[config.mk]
export PLATFORM = sky130hd
export DESIGN_NAME = tcm_enc_trellis
export DESIGN_NICKNAME = d
export VERILOG_FILES = /design/src/rtl/tcm_enc_trellis_pkg.sv /design/src/rtl/tcm_enc_trellis_mapper.sv /design/src/rtl/tcm_enc_trellis.sv
export SDC_FILE = /design/constraint.sdc
export NUM_CORES = 1
export LEC_CHECK = 0
export BUFFER_PORTS_ARGS = -buffer_cell sky130_fd_sc_hd__buf_2
export CAP_MARGIN = 5
export CORE_MARGIN = 2
export CORE_UTILIZATION = 30
export CTS_CLUSTER_SIZE = 30
export DETAILED_ROUTE_END_ITERATION = 10
export MAX_ROUTING_LAYER = met4
export REMOVE_ABC_BUFFERS = 1
export SLEW_MARGIN = 20
export SYNTH_ARGS = -nofsm -noshare
export SYNTH_HDL_FRONTEND = slang
export SYNTH_SLANG_ARGS = --single-unit
export TNS_END_PERCENT = 5
[constraint.sdc]
create_clock -name iclk -period 3 [get_ports iclk]
set_input_delay 0.6 -clock iclk [delete_from_list [all_inputs] [get_ports iclk]]
set_output_delay 0.6 -clock iclk [all_outputs]
set_load 0.01 [all_outputs]
[src/rtl/tcm_enc_trellis_pkg.sv]
`default_nettype none
// ============================================================================
// Package     : tcm_enc_types
// Description : Shared types for the 4D-8PSK TCM encoder: state and coded-word
//               vectors, 8PSK phase indices, rate enum and info-width helpers.
// Revision    : 1.0 - initial release
// ============================================================================
package tcm_enc_types;

  // Encoder state width for the default constraint length of 7
  localparam int cSTATE_W = 6;
  localparam int cCODEW_W = 12;
  localparam int cPHASE_W = 3;
  localparam int cINFO_W  = 11;

  typedef logic [cSTATE_W-1:0] stateb_t;
  typedef logic [cCODEW_W-1:0] codew_t;
  typedef logic [cPHASE_W-1:0] phase_t;

  // Four phase indices per 4D symbol, element 0 in the LSBs
  typedef phase_t [3:0] symb4_t;

  // Rate selector: number of info bits carried per 4D symbol
  typedef enum logic [1:0] {
    RATE_8  = 2'd0,
    RATE_9  = 2'd1,
    RATE_10 = 2'd2,
    RATE_11 = 2'd3
  } rate_t;

  typedef enum logic [0:0] {
    IDLE   = 1'b0,
    ACTIVE = 1'b1
  } fsm_state_t;

  // Number of info bits per word for a given rate (8..11)
  function automatic logic [3:0] info_width(input rate_t r);
    return 4'd8 + {2'b00, r};
  endfunction

  // Mask of the info bits that are significant at a given rate.
  // For 11 bits the shift wraps to zero and the subtraction yields all ones.
  function automatic logic [cINFO_W-1:0] info_mask(input rate_t r);
    return (11'd1 << info_width(r)) - 11'd1;
  endfunction

endpackage : tcm_enc_types
`default_nettype wire

[src/rtl/tcm_enc_trellis_mapper.sv]
`default_nettype none
// ============================================================================
// Module      : tcm_enc_mapper
// Description : Combinational coded word -> four 3-bit 8PSK phase indices.
//               Kept as its own slice so alternative labelings (Gray,
//               set partitioning) stay local to this file.
// Revision    : 1.0 - initial release
// ============================================================================
module tcm_enc_mapper
  import tcm_enc_types::*;
(
  input  codew_t w,
  output symb4_t symb
);

  // Natural mapping: phase i takes coded bits [3i+2:3i]
  for (genvar i = 0; i < 4; i++) begin : g_map
    assign symb[i] = w[3*i +: 3];
  end

endmodule : tcm_enc_mapper
`default_nettype wire

[src/rtl/tcm_enc_trellis.sv]
`default_nettype none
// ============================================================================
// Module      : tcm_enc_trellis
// Description : Frame-based 4D-8PSK TCM encoder. Systematic feedback
//               convolutional encoder (2^(K-1) states, unterminated frames
//               starting in state 0) followed by a 12-bit -> 4x8PSK mapper.
//               Two-stage pipeline: stage 1 holds the coded word and frame
//               flags, stage 2 holds the mapped symbol.
// Revision    : 1.0 - initial release
// ============================================================================
module tcm_enc_trellis
  import tcm_enc_types::*;
#(
  parameter int                      pCONSTR_LENGTH = 7,
  parameter logic [pCONSTR_LENGTH-1:0] pH0          = 7'o103,
  parameter logic [pCONSTR_LENGTH-1:0] pH1          = 7'o024,
  parameter logic [pCONSTR_LENGTH-1:0] pH2          = 7'o052,
  parameter logic [pCONSTR_LENGTH-1:0] pH3          = 7'o014
)(
  input  logic                        iclk,
  input  logic                        ireset,
  input  logic                        iclkena,
  input  logic [1:0]                  icode,
  input  logic                        ival,
  input  logic                        isop,
  input  logic                        ieop,
  input  logic [10:0]                 idat,
  output logic                        oval,
  output logic                        osop,
  output logic                        oeop,
  output symb4_t                      osymb,
  output logic [pCONSTR_LENGTH-2:0]   ostate,
  output logic [15:0]                 ocnt,
  output logic                        oerr
);

  localparam int cV = pCONSTR_LENGTH - 1;

  // Encoder next state: shift toward bit 0, feed back z0 = s[0] through h0
  // (bit v of h0 lands at position v-1), and inject x1..x3 through h1..h3.
  function automatic logic [cV-1:0] enc_next(input logic [cV-1:0] s,
                                             input logic x1,
                                             input logic x2,
                                             input logic x3);
    logic [cV-1:0] n;
    n = s >> 1;
    if (s[0]) n = n ^ pH0[cV:1];
    if (x1)   n = n ^ pH1[cV-1:0];
    if (x2)   n = n ^ pH2[cV-1:0];
    if (x3)   n = n ^ pH3[cV-1:0];
    return n;
  endfunction

  // Frame control
  fsm_state_t fsm_state;
  fsm_state_t fsm_next;
  logic       accept;
  logic       word_err;

  // Frame context carried across words
  logic [cV-1:0] enc_state;
  rate_t         rate_r;
  logic [15:0]   cnt_r;

  // Context as seen by the current word (isop overrides the stored one)
  logic [cV-1:0] cur_state;
  rate_t         cur_rate;
  logic [15:0]   cur_cnt;
  logic [10:0]   info;
  codew_t        word;
  logic [cV-1:0] nxt_state;
  logic [15:0]   nxt_cnt;

  // Stage 1
  logic          s1_val;
  logic          s1_sop;
  logic          s1_eop;
  codew_t        s1_w;
  logic [cV-1:0] s1_state;
  logic [15:0]   s1_cnt;

  // Mapper output
  symb4_t        map_symb;

  // FSM state register
  always_ff @(posedge iclk or posedge ireset) begin
    if (ireset)       fsm_state <= IDLE;
    else if (iclkena) fsm_state <= fsm_next;
  end

  // FSM next state: isop always (re)starts a frame, ieop closes it
  always_comb begin
    fsm_next = fsm_state;
    accept   = 1'b0;
    word_err = 1'b0;
    if (ival) begin
      if (isop || (fsm_state == ACTIVE)) begin
        accept   = 1'b1;
        fsm_next = ieop ? IDLE : ACTIVE;
      end else begin
        word_err = 1'b1;
      end
    end
  end

  // Per-word encoding: pick context, mask info bits, build coded word
  always_comb begin
    cur_state = isop ? '0 : enc_state;
    cur_rate  = isop ? rate_t'(icode) : rate_r;
    cur_cnt   = isop ? 16'd0 : cnt_r;
    info      = idat & info_mask(cur_rate);
    word      = {info[10:3], info[2], info[1], info[0], cur_state[0]};
    nxt_state = enc_next(cur_state, info[0], info[1], info[2]);
    nxt_cnt   = (cur_cnt == 16'hFFFF) ? cur_cnt : cur_cnt + 16'd1;
  end

  // Frame context update on every accepted word
  always_ff @(posedge iclk or posedge ireset) begin
    if (ireset) begin
      enc_state <= '0;
      rate_r    <= RATE_8;
      cnt_r     <= 16'd0;
    end else if (iclkena && accept) begin
      enc_state <= nxt_state;
      rate_r    <= cur_rate;
      cnt_r     <= nxt_cnt;
    end
  end

  // Stage 1 register: coded word, flags, state, index and error pulse
  always_ff @(posedge iclk or posedge ireset) begin
    if (ireset) begin
      s1_val   <= 1'b0;
      s1_sop   <= 1'b0;
      s1_eop   <= 1'b0;
      s1_w     <= '0;
      s1_state <= '0;
      s1_cnt   <= 16'd0;
      oerr     <= 1'b0;
    end else if (iclkena) begin
      s1_val   <= accept;
      s1_sop   <= accept & isop;
      s1_eop   <= accept & ieop;
      s1_w     <= word;
      s1_state <= cur_state;
      s1_cnt   <= cur_cnt;
      oerr     <= word_err;
    end
  end

  tcm_enc_mapper u_mapper (
    .w    (s1_w),
    .symb (map_symb)
  );

  // Stage 2 register: mapped symbol and its side information
  always_ff @(posedge iclk or posedge ireset) begin
    if (ireset) begin
      oval   <= 1'b0;
      osop   <= 1'b0;
      oeop   <= 1'b0;
      osymb  <= '0;
      ostate <= '0;
      ocnt   <= 16'd0;
    end else if (iclkena) begin
      oval   <= s1_val;
      osop   <= s1_sop;
      oeop   <= s1_eop;
      osymb  <= map_symb;
      ostate <= s1_state;
      ocnt   <= s1_cnt;
    end
  end

endmodule : tcm_enc_trellis
`default_nettype wire
# Word level (Yosys, flattened, before mapping)
# Index checks and enable logic that the tools add are counted.
# word_totals
ff_bits	100
input_bits	19
out_inout_bits	38
# op_classes
n_addsub	3
n_eq_ne	1
shift	1
mux	13
bitwise	7
n_reduce_logical	3
# op_table
operator	count
$mux W16	2
$mux W6	3
$add A16 B1 Y16 const B	1
$eq A16 B16 Y1 const B	1
$and A11 B11 Y11	1
$shl A1 B4 Y11 const A	1
$sub A11 B1 Y11 const B	1
$mux W1	5
$mux W5	1
$add A4 B2 Y4 const A	1
$mux W4	1
$not A2 Y2	2
$not A3 Y3	1
$reduce_and A3 Y1	1
$and A1 B1 Y1	2
$mux W2	1
$not A1 Y2	1
$logic_and A1 B1 Y1	1
$logic_or A1 B1 Y1	1

# Logic depth before layout (Yosys ltp)
# Gate-level depths: netlist of the first run.
# logic_depth
word_depth	10
ltp_mapped	9

# Cells and area by module
# A second synthesis of the first run with hierarchy kept.
# unflattened
cells_unflattened	360
area_unflattened_um2	4369.2
# by_module_without_submodules
module	n_inst	cells_each	area_each_um2
tcm_enc_trellis	1	348	4279.1
tcm_enc_mapper	1	12	90.1

# Least setup slack after synthesis of the first run
# OpenSTA, ideal clock, no wires.
# synth_path
kind	input to register
start	in isop
end	reg cnt_r[1]
setup_time_ps	125
arrival_ps	2361
setup_slack_ps	514
path_stages	9
cell_sequence	clkbuf_1 -> clkbuf_1 -> nor2b_1 -> ha_1 -> nand2_1 -> nor4_4 -> buf_2 -> a21oi_1 -> mux2_2
# synth_between
elab_cells_between_ends	8
cone_classes	add/sub (1); eq/ne (1); mux (4); reduce/logical (2)
# synth_lines
element	line	text
start, declared	tcm_enc_trellis.sv:25	input logic isop,
$mux W16 (*)	tcm_enc_trellis.sv:110	cur_cnt = isop ? 16'd0 : cnt_r;
net cur_cnt[0]	tcm_enc_trellis.sv:68	logic [15:0] cur_cnt;
$add A16 B1 Y16 / $eq A16 B16 Y1 (equally long branches)	tcm_enc_trellis.sv:114	nxt_cnt = (cur_cnt == 16'hFFFF) ? cur_cnt : cur_cnt + 16'd1;
$mux W16 (*)	tcm_enc_trellis.sv:114	
end signal, assigned	tcm_enc_trellis.sv:126	cnt_r <= nxt_cnt;
end, declared	tcm_enc_trellis.sv:63	logic [15:0] cnt_r;
# The timed path passes the listed nets; every way through them passes the cells marked *.
# A chain may end at the register's enable or synchronous reset.

# Worst setup path in the final report of the first run
# layout_path
start	in isop
end	reg cnt_r[15]
# layout_between
elab_chain_cells	4
elab_cells_between_ends	8
cone_classes	add/sub (1); eq/ne (1); mux (4); reduce/logical (2)
# layout_rtl
element
branches (longest 4 deep; another with $add A16 B1 Y16)
# Parallel ways; which one is timed is not known.

==> flow_metrics.tcl, run 1 <==
set metrics [dict create \
    wl_per_cell_um 13.1 \
    finalHoldViolCount 0 \
    worstPathCellList "buf_2, buf_4, nand4b_1, or4_4, a2111o_1, o211a_1" \
    final_common_cell "dfrtp_1" \
    max-cap-violations 0 \
    cts_hold_buf 0 \
    drive_gt1_share_pct 34.0 \
    synth_cells 348 \
    cts_resized 0 \
    start_kind "primary input" \
    yosysSeqAreaShare_pct 58.6 \
    fin_crit_ns 2.13 \
    yosysWarnings 0 \
    fillers 1389 \
    finalSetupViolCount 0 \
    setup_tns_ns 0 \
    worstMarginPinSlew_ns 0.538 \
    most-common-layout-cells "dfrtp_1 (98), buf_2 (55), mux2_2 (51), nand2_1 (45), inv_1 (25)" \
    dr_total_vias 2696 \
    grt_usage_pct 11.5 \
    worst-path-buf-inv 2 \
    fmax_ghz 0.469 \
    die_w_um 122 \
    routed_wl_um 7710 \
    grt_pass1_vias 2745 \
    drv_slew 0 \
    maxSlewHeadroom_pct 63.2 \
    power.share.clock_pct 39.3 \
    synth_seq_cells 98 \
    switching_share_pct 24.2 \
    post_cts_buffers 0 \
    hold_path.class "primary input to async pin" \
    cts-root-buf "clkbuf_16" \
    pwr-share-seq_pct 48.3 \
    core_um2 13800 \
    grt_max_degree 57 \
    fin_cells 589 \
    dr.pass1.iters 4 \
    synthToLayoutAreaGrowth_pct 20.3 \
    max_stage_delay_ns 0.52 \
    diodes 0 \
    p_comb_share_pct 12.4 \
    dr.first_iter.drc_count 155 \
    skew_ns 0.00556 \
    clock-sinks 98 \
    netlist_area_um2 4180 \
    die_h_um 122 \
    ir_drop_v 0.000257 \
    status "finished, final reports clean" \
    syn_area_per_cell_um2 12.0 \
    start_util_pct 30.4 \
    yosysUniqueCellTypes 42 \
    ctsHtreeMaxLevel 3 \
    cp_max_fo 23 \
    cts_made_buffers 9 \
    clockBufferDepth 2 \
    cts_tree "yes" \
    grt-ovfl-total 0 \
    floorplan.rows 43 \
    drc 0 \
    clk_latency_ns 0.35 \
    die-area_um2 14900 \
    io_buffer_count 56 \
    p_total_uw 3230 \
    via_per_inst 4.58 \
    powerDensity_nw_per_um2 642 \
    critPathTopFamily "simple AND/OR/NAND/NOR gates" \
    clk_pin_slew_ns 0.07 \
    io_pins 57 \
    required_ns 3.23 \
    post-route-period-util_pct 71.0 \
    internal_power_uw 2450 \
    slowest_stage "or4_4" \
    rsz0062_at_grt "false" \
    antenna_found_initial 0 \
    register_area_um2 2450 \
    switchingPower_uw 782 \
    dp.cells 573 \
    cp.arrival_ns 2.36 \
    fin_nets 424 \
    crit_type "primary input to register" \
    dp_hpwl_um 5280 \
    end_kind "register" \
    grt_first_pass_wirelength_um 13000 \
    ant_nets 0 \
    multi_input_area_um2 1550 \
    p_leak_uw 0.00236 \
    gp_congestion 0.813 \
]
[area by class of cell]
| class | instances | share of cell area [%] |
|---|---|---|
| clock buffers | 11 | 5.02 |
| clock inverters | 5 | 1.72 |
| inverters | 26 | 1.99 |
| multi-input cells | 204 | 30.9 |
| flip-flops and latches | 98 | 48.7 |
| well taps | 180 | 4.47 |
| repair buffers | 65 | 7.21 |
[sequential cells by signal, indices dropped and copies added (netlist names), 2 cells and up]
signal	count
cnt_r	16
enc_state	6
ocnt	16
ostate	5
osymb	12
rate_r	2
s1_cnt	16
s1_state	5
s1_w	12
[synthesized netlist by cell type]
cell type / count / area share [%]
mux2i_1: 6 / 1.4
nand4_2: 1 / 0.30
or4_4: 1 / 0.27
nor4_1: 1 / 0.15
nand4b_4: 1 / 0.57
inv_1: 26 / 2.3
xor2_1: 1 / 0.21
and3_1: 1 / 0.15
a31oi_1: 1 / 0.15
mux2_2: 51 / 14
or2_2: 2 / 0.30
a21oi_1: 6 / 0.72
nor2_1: 1 / 0.090
o32ai_1: 2 / 0.42
nor4_4: 1 / 0.51
ha_1: 1 / 0.30
a2111o_1: 1 / 0.27
nor3_1: 1 / 0.12
buf_1: 2 / 0.18
nand3_1: 4 / 0.48
o31ai_1: 1 / 0.18
nand4_1: 3 / 0.45
o21a_1: 1 / 0.18
dfrtp_1: 98 / 59
clkbuf_1: 16 / 1.4
nand3b_1: 2 / 0.36
nand2b_1: 2 / 0.30
buf_4: 1 / 0.18
o211a_1: 2 / 0.48
a2111oi_0: 4 / 0.84
and4b_1: 1 / 0.24
nor3b_1: 1 / 0.18
a211oi_1: 3 / 0.54
o211ai_1: 1 / 0.18
a41o_1: 1 / 0.24
nand2_1: 45 / 4.0
o21ai_0: 16 / 1.9
nor2b_1: 8 / 1.2
xnor2_1: 18 / 3.8
buf_2: 1 / 0.12
o22ai_1: 10 / 1.5
nand4b_1: 2 / 0.42
[stage by stage]
step	instance area (um^2)	hold slack, ns	worst slack (ns)	util [%]
after detailed placement	4690	0.470	0.506	34.1
after global placement	4690	0.461	0.561	34.1
after floorplan	4100	0.442	-0.162	-
after global routing	5030	0.348	0.666	36.5
after CTS	5030	0.316	0.876	36.5
final	5030	0.303	0.869	36.5
[final timing paths]
path	slack, ns	end	depth (start not counted)	from
worst max register to register	0.94	cnt_r[8]$_DFFE_PP0P_	7	cnt_r[1]$_DFFE_PP0P_
min in group iclk	0.48	rate_r[1]$_DFFE_PP0P_	2	rate_r[1]$_DFFE_PP0P_
worst min-delay path	0.30	osymb[5]$_DFFE_PP0P_	2	ireset
worst max-delay path	0.87	cnt_r[15]$_DFFE_PP0P_	6	isop
max in group asynchronous	1.98	ocnt[4]$_DFFE_PP0P_	3	ireset
worst min register to register	0.48	rate_r[1]$_DFFE_PP0P_	2	rate_r[1]$_DFFE_PP0P_
[power by group through the flow]
stage               Combinational [uW]  Sequential [uW]  Clock [uW]
finish                             399             1560        1270
global route                       450             1580        1360
CTS                                410             1570        1310
detailed placement                 408             1590           0
global placement                   400             1580           0
floorplan                          223             1600           0
[per-layer routing]
layer / part of all wire, % / wire, um / track usage [%] / vias to the layer above
met5: 0 / 0 / - / -
met4: 2.0 / 155 / 5.75 / 0
met3: 4.9 / 378 / 2.95 / 12
met2: 46 / 3560 / 17.0 / 61
met1: 47 / 3610 / 14.6 / 1317
li1: - / - / - / 1306
[logic make-up after synthesis]
| logic type | Yosys count | share of synthesized area (%) |
|---|---|---|
| and+or+nand+nor | 78 | 10.1 |
| buffers and inverters | 46 | 4.25 |
| xor gates and xnor gates | 19 | 3.98 |
| DFF | 98 | 58.6 |
| adders and majority gates | 1 | 0.299 |
| AOI/OAI and AO/OA | 49 | 7.60 |
| muxes | 57 | 15.2 |
Power figures use the tool's default switching activity.
==> run 2, diff against run 1 <==
==> constraint.sdc (replaced) <==
create_clock -name iclk -period 2.1 [get_ports iclk]
set_input_delay 0.42 -clock iclk [delete_from_list [all_inputs] [get_ports iclk]]
set_output_delay 0.42 -clock iclk [all_outputs]
set_load 0.01 [all_outputs]
==> flow_metrics.tcl, run 2 (synthesized netlist as in run 1, its figures left out) <==
set metrics [dict create \
    grt_pass1_vias 2732 \
    dr.pass1.iters 4 \
    required_ns 2.36 \
    drive_gt1_share_pct 34.5 \
    fin_crit_ns 1.94 \
    grt_first_pass_wirelength_um 13400 \
    fin_cells 592 \
    switching_share_pct 24.0 \
    cts_tree "yes" \
    cts_made_buffers 9 \
    internal_power_uw 3480 \
    fin_nets 428 \
    critical_path.endpoint "cnt_r[8]$_DFFE_PP0P_" \
    gp_congestion 0.791 \
    maxSlewHeadroom_pct 65.1 \
    path_depth 7 \
    drc 0 \
    rsz0062_at_grt "false" \
    wl_per_cell_um 13.6 \
    register_area_um2 2450 \
    clk_latency_ns 0.34 \
    die_h_um 122 \
    most-common-layout-cells "dfrtp_1 (98), buf_2 (55), mux2_2 (51), nand2_1 (45), inv_1 (25)" \
    final_common_cell "dfrtp_1" \
    core_um2 13800 \
    cp_max_fo 14 \
    worstReg2RegEnd "cnt_r[8]$_DFFE_PP0P_" \
    critPathTopFamily "compound AO/OA/AOI/OAI gates" \
    worstPathCellList "nor2b_1, ha_1, nand2_1, nor4_4, buf_4, a2111oi_1, xnor2_1" \
    cts_hold_buf 0 \
    clockBufferDepth 2 \
    cts-root-buf "clkbuf_16" \
    max-cap-violations 0 \
    worstMarginPinSlew_ns 0.523 \
    hold_path.class "primary input to async pin" \
    dr_total_vias 2742 \
    multi_input_area_um2 1560 \
    slowest_stage "a2111oi_1" \
    ctsHtreeMaxLevel 3 \
    die_w_um 122 \
    fmax_ghz 0.516 \
    rrSetupSlack_ns 0.16 \
    dp.cells 577 \
    placed_cell_area_um2 4740 \
    setup_tns_ns 0 \
    crit_type "register to register" \
    diodes 0 \
    pre_cts_ws_ns 0.0580 \
    power.share.clock_pct 38.4 \
    grt_usage_pct 12.0 \
    io_buffer_count 56 \
    floorplan.rows 43 \
    drv_slew 0 \
    finalHoldViolCount 0 \
    reg2reg_depth 7 \
    worst-path-buf-inv 1 \
    start_kind "register" \
    clock-sinks 98 \
    antenna_found_initial 0 \
    final_area_um2 5060 \
    die-area_um2 14900 \
    dp_hpwl_um 5270 \
    end_kind "register" \
    worst_slack_ns 0.164 \
    fillers 1396 \
    top_regs "cnt_r: 16 flops, ocnt: 16 flops, s1_cnt: 16 flops" \
    cp.arrival_ns 2.20 \
    r2r_start "cnt_r[0]$_DFFE_PP0P_" \
    clk_pin_slew_ns 0.07 \
    dr.first_iter.drc_count 101 \
    switchingPower_uw 1090 \
    powerDensity_nw_per_um2 902 \
    pwr-share-seq_pct 48.8 \
    p_comb_share_pct 12.8 \
    skew_ns 0.00613 \
    routed_wl_um 8060 \
    io_pins 57 \
    synthToLayoutAreaGrowth_pct 21.1 \
    start_util_pct 30.4 \
    via_per_inst 4.63 \
    max_stage_delay_ns 0.51 \
    p_leak_uw 0.00238 \
    ant_nets 0 \
    crit_path_start "cnt_r[0]$_DFFE_PP0P_" \
    grt-ovfl-total 0 \
    finalSetupViolCount 0 \
    ir_drop_v 0.000388 \
    post-route-period-util_pct 92.2 \
    grt_max_degree 99 \
    status "finished, final reports clean" \
]
## run 2: cell types whose count changed in the layout (fill, tap and decap cells not counted)
cell,delta
bufinv_16,-1
clkbuf_8,+3
a2111oi_1,+3
a2111oi_0,-3
clkinv_4,-3
buf_12,+1
buf_4,+3
## run 2: final cells by class
class,count,share of cell area (%)
inverters,26,1.98
well taps,180,4.45
repair buffers,69,8.00
multi-input cells,204,30.8
clock buffers,14,5.81
clock inverters,1,0.593
flip-flops and latches,98,48.4
## run 2: worst reg2reg max path: cells and delay by family, from the launching register on
| kind | cells | cell delay (ns) |
|---|---|---|
| AOI/OAI and AO/OA | 1 | 0.52 |
| and+or+nand+nor | 3 | 0.36 |
| adders and majority gates | 1 | 0.22 |
| DFF | 1 | 0.42 |
| xor gates and xnor gates | 1 | 0.17 |
| buffers and inverters | 1 | 0.18 |
## run 2: what timing repair did
action,4_1_cts,5_1_grt
gates resized for setup,0,3
endpoints found under the setup margin,0,3
buffers inserted,0,0
## run 2: stage by stage
stage,total power [uW],hold slack (ns),util [%]
2_1_floorplan,2600,0.442,-
3_3_place_gp,2840,0.461,34.4
3_5_place_dp,2870,0.470,34.4
4_1_cts,4660,0.225,36.7
5_1_grt,4830,0.244,36.8
6_report,4570,0.187,36.8
## run 2: worst min-delay path by stage
| stage | start | end | slack (ns) | depth (start not counted) |
|---|---|---|---|---|
| 2_1_floorplan | enc_state[2]$_DFFE_PP0P_ | enc_state[2]$_DFFE_PP0P_ | 0.44 | 2 |
| 3_3_place_gp | rate_r[1]$_DFFE_PP0P_ | rate_r[1]$_DFFE_PP0P_ | 0.46 | 2 |
| 3_5_place_dp | enc_state[5]$_DFFE_PP0P_ | enc_state[5]$_DFFE_PP0P_ | 0.47 | 2 |
| 4_1_cts | ireset | ocnt[11]$_DFFE_PP0P_ | 0.23 | 3 |
| 5_1_grt | ireset | ocnt[11]$_DFFE_PP0P_ | 0.24 | 3 |
| 6_report | ireset | osymb[6]$_DFFE_PP0P_ | 0.19 | 3 |
## run 2: per-layer routing
layer | track usage [%] | wire, um | share of wire, %
met4 | 5.96 | 171 | 2.1
met1 | 15.3 | 3910 | 48
met3 | 2.43 | 278 | 3.4
met5 | - | 0 | 0
met2 | 18.2 | 3700 | 46
## run 2: power by group through the flow
stage / Sequential (uW) / Clock (uW) / Combinational [uW]
2_1_floorplan: 2280 / 0 / 318
3_3_place_gp: 2260 / 0 / 586
3_5_place_dp: 2270 / 0 / 597
4_1_cts: 2240 / 1820 / 601
5_1_grt: 2260 / 1910 / 657
6_report: 2230 / 1750 / 584
==> run 3, diff against run 2 <==
--- a/config.mk
+++ b/config.mk
@@ -9,9 +9,11 @@
 export CAP_MARGIN = 5
 export CORE_MARGIN = 2
 export CORE_UTILIZATION = 30
-export CTS_CLUSTER_SIZE = 30
+export CTS_BUF_LIST = sky130_fd_sc_hd__clkbuf_4 sky130_fd_sc_hd__clkbuf_8
+export CTS_CLUSTER_SIZE = 25
 export DETAILED_ROUTE_END_ITERATION = 10
 export MAX_ROUTING_LAYER = met4
+export RECOVER_POWER = 50
 export REMOVE_ABC_BUFFERS = 1
 export SLEW_MARGIN = 20
 export SYNTH_ARGS = -nofsm -noshare
==> flow_metrics.tcl, run 3 (synthesized netlist as in run 1, its figures left out) <==
set metrics [dict create \
    dr.first_iter.drc_count 86 \
    max_stage_delay_ns 0.52 \
    finalSetupViolCount 0 \
    floorplan.rows 43 \
    drive_gt1_share_pct 34.0 \
    clockBufferDepth 2 \
    synthToLayoutAreaGrowth_pct 17.9 \
    max-cap-violations 0 \
    start_util_pct 30.4 \
    die-area_um2 14900 \
    grt-ovfl-total 0 \
    clk_pin_slew_ns 0.09 \
    switching_share_pct 25.3 \
    post-route-period-util_pct 92.9 \
    powerDensity_nw_per_um2 840 \
    diodes 0 \
    worstHoldEndpoint "s1_w[4]$_DFFE_PP0P_" \
    pwr-share-seq_pct 53.8 \
    cts_tree "yes" \
    min_path_cells 2 \
    holdWs_ns 0.287 \
    start_kind "register" \
    fin_util_pct 35.8 \
    dr.pass1.iters 4 \
    clock-sinks 98 \
    p_leak_uw 0.00232 \
    clk_latency_ns 0.36 \
    switchingPower_uw 1050 \
    cp_max_fo 14 \
    most-common-layout-cells "dfrtp_1 (98), buf_2 (54), mux2_2 (51), nand2_1 (45), inv_1 (25)" \
    ant_nets 0 \
    routed_wl_um 8040 \
    grt_usage_pct 11.9 \
    worstPathCellList "nor2b_1, ha_1, nand2_1, nor4_4, buf_4, a2111oi_1, xnor2_1" \
    slowest_stage "a2111oi_1" \
    grt_max_degree 99 \
    fmax_ghz 0.513 \
    r2r_start "cnt_r[0]$_DFFE_PP0P_" \
    register_area_um2 2450 \
    hold_path.class "primary input to register" \
    finalHoldViolCount 0 \
    crit_path_start "cnt_r[0]$_DFFE_PP0P_" \
    worstReg2RegEnd "cnt_r[8]$_DFFE_PP0P_" \
    skew_ns 0.00967 \
    drc 0 \
    die_w_um 122 \
    grt_first_pass_wirelength_um 13400 \
    rrSetupSlack_ns 0.15 \
    fillers 1405 \
    io_pins 57 \
    die_h_um 122 \
    reg2reg_depth 7 \
    io_buffer_count 56 \
    grt_pass1_vias 2731 \
    worstMarginPinSlew_ns 1.33 \
    dr_total_vias 2719 \
    via_per_inst 4.59 \
    end_kind "register" \
    power.share.clock_pct 32.3 \
    multi_input_area_um2 1560 \
    internal_power_uw 3100 \
    top_regs "cnt_r: 16 flops, ocnt: 16 flops, s1_cnt: 16 flops" \
    ctsHtreeMaxLevel 3 \
    cts_made_buffers 9 \
    required_ns 2.39 \
    cts-root-buf "clkbuf_8" \
    fin_crit_ns 1.95 \
    status "finished, final reports clean" \
    cts_hold_buf 0 \
    antenna_found_initial 0 \
    cp.arrival_ns 2.24 \
    ir_drop_v 0.000296 \
    final_common_cell "dfrtp_1" \
    fin_nets 428 \
    rsz0062_at_grt "false" \
    wl_per_cell_um 13.6 \
    p_total_uw 4140 \
    p_comb_share_pct 13.9 \
    dp_hpwl_um 5270 \
    hp-start "idat[3]" \
    core_um2 13800 \
    gp_congestion 0.791 \
    post_cts_buffers 0 \
    crit_type "register to register" \
    maxSlewHeadroom_pct 11.2 \
    drv_slew 0 \
]
==> run 3: cell count changes in the layout (fill, tap and decap cells not counted), sizes merged <==
cell      previous run  this run
clkbuf              14        18
inv                 26        25
clkinvlp             0         1
buf                 69        65
==> run 3: metrics by stage <==
stage                     TNS [ns]  worst slack, ns  cells  instance area, um^2
after global placement           0            0.121    577                 4740
after floorplan             -86.44           -0.882    328                 4100
after CTS                        0            0.119    592                 4960
after global routing             0          0.00780    592                 4930
final                            0            0.149    592                 4930
after detailed placement         0           0.0580    577                 4740
==> run 3: layer usage <==
metal	wire, um	up-vias	part of all wire (%)	track usage [%]
li1	-	1311	-	-
met1	3930	1350	49	15.4
met2	3690	49	46	18.0
met3	281	9	3.5	3.00
met4	133	0	1.7	4.24
met5	0	-	0	-
==> run 3: cell type report <==
cell class	instances	area share, %
sequential	98	49.7
multi-input combinational	204	31.6
timing repair buffer	69	7.61
tap	180	4.57
clock buffer	14	3.91
inverter	26	2.00
clock inverter	1	0.609
==> run 3: worst max path at each step <==
stage / endpoint / slack (ns) / depth (start not counted)
after floorplan: cnt_r[0]$_DFFE_PP0P_ / -0.88 / 1
after global placement: cnt_r[15]$_DFFE_PP0P_ / 0.12 / 5
after detailed placement: cnt_r[8]$_DFFE_PP0P_ / 0.06 / 8
after CTS: cnt_r[8]$_DFFE_PP0P_ / 0.12 / 7
after global routing: cnt_r[10]$_DFFE_PP0P_ / 0.008 / 7
final: cnt_r[8]$_DFFE_PP0P_ / 0.15 / 7
==> run 3: worst max-delay path: cells and delay by family, from the launching register on <==
kind,cells,cell delay [ns]
adders and majority gates,1,0.22
DFF,1,0.43
and+or+nand+nor,3,0.35
buffers and inverters,1,0.18
xor gates and xnor gates,1,0.17
AOI/OAI and AO/OA,1,0.52
==> run 3: power by group through the flow <==
| stage | combinational (uW) | sequential, uW | clock [uW] |
|---|---|---|---|
| 6_report | 577 | 2230 | 1340 |
| 5_1_grt | 650 | 2260 | 1480 |
| 4_1_cts | 601 | 2230 | 1390 |
| 3_5_place_dp | 597 | 2270 | 0 |
| 3_3_place_gp | 586 | 2260 | 0 |
| 2_1_floorplan | 318 | 2280 | 0 |
==> run 3: what timing repair did <==
| action | CTS | global route |
|---|---|---|
| endpoints found under the setup margin | 0 | 3 |
| endpoints found under the hold margin | 0 | 0 |
| resized for setup | 0 | 3 |
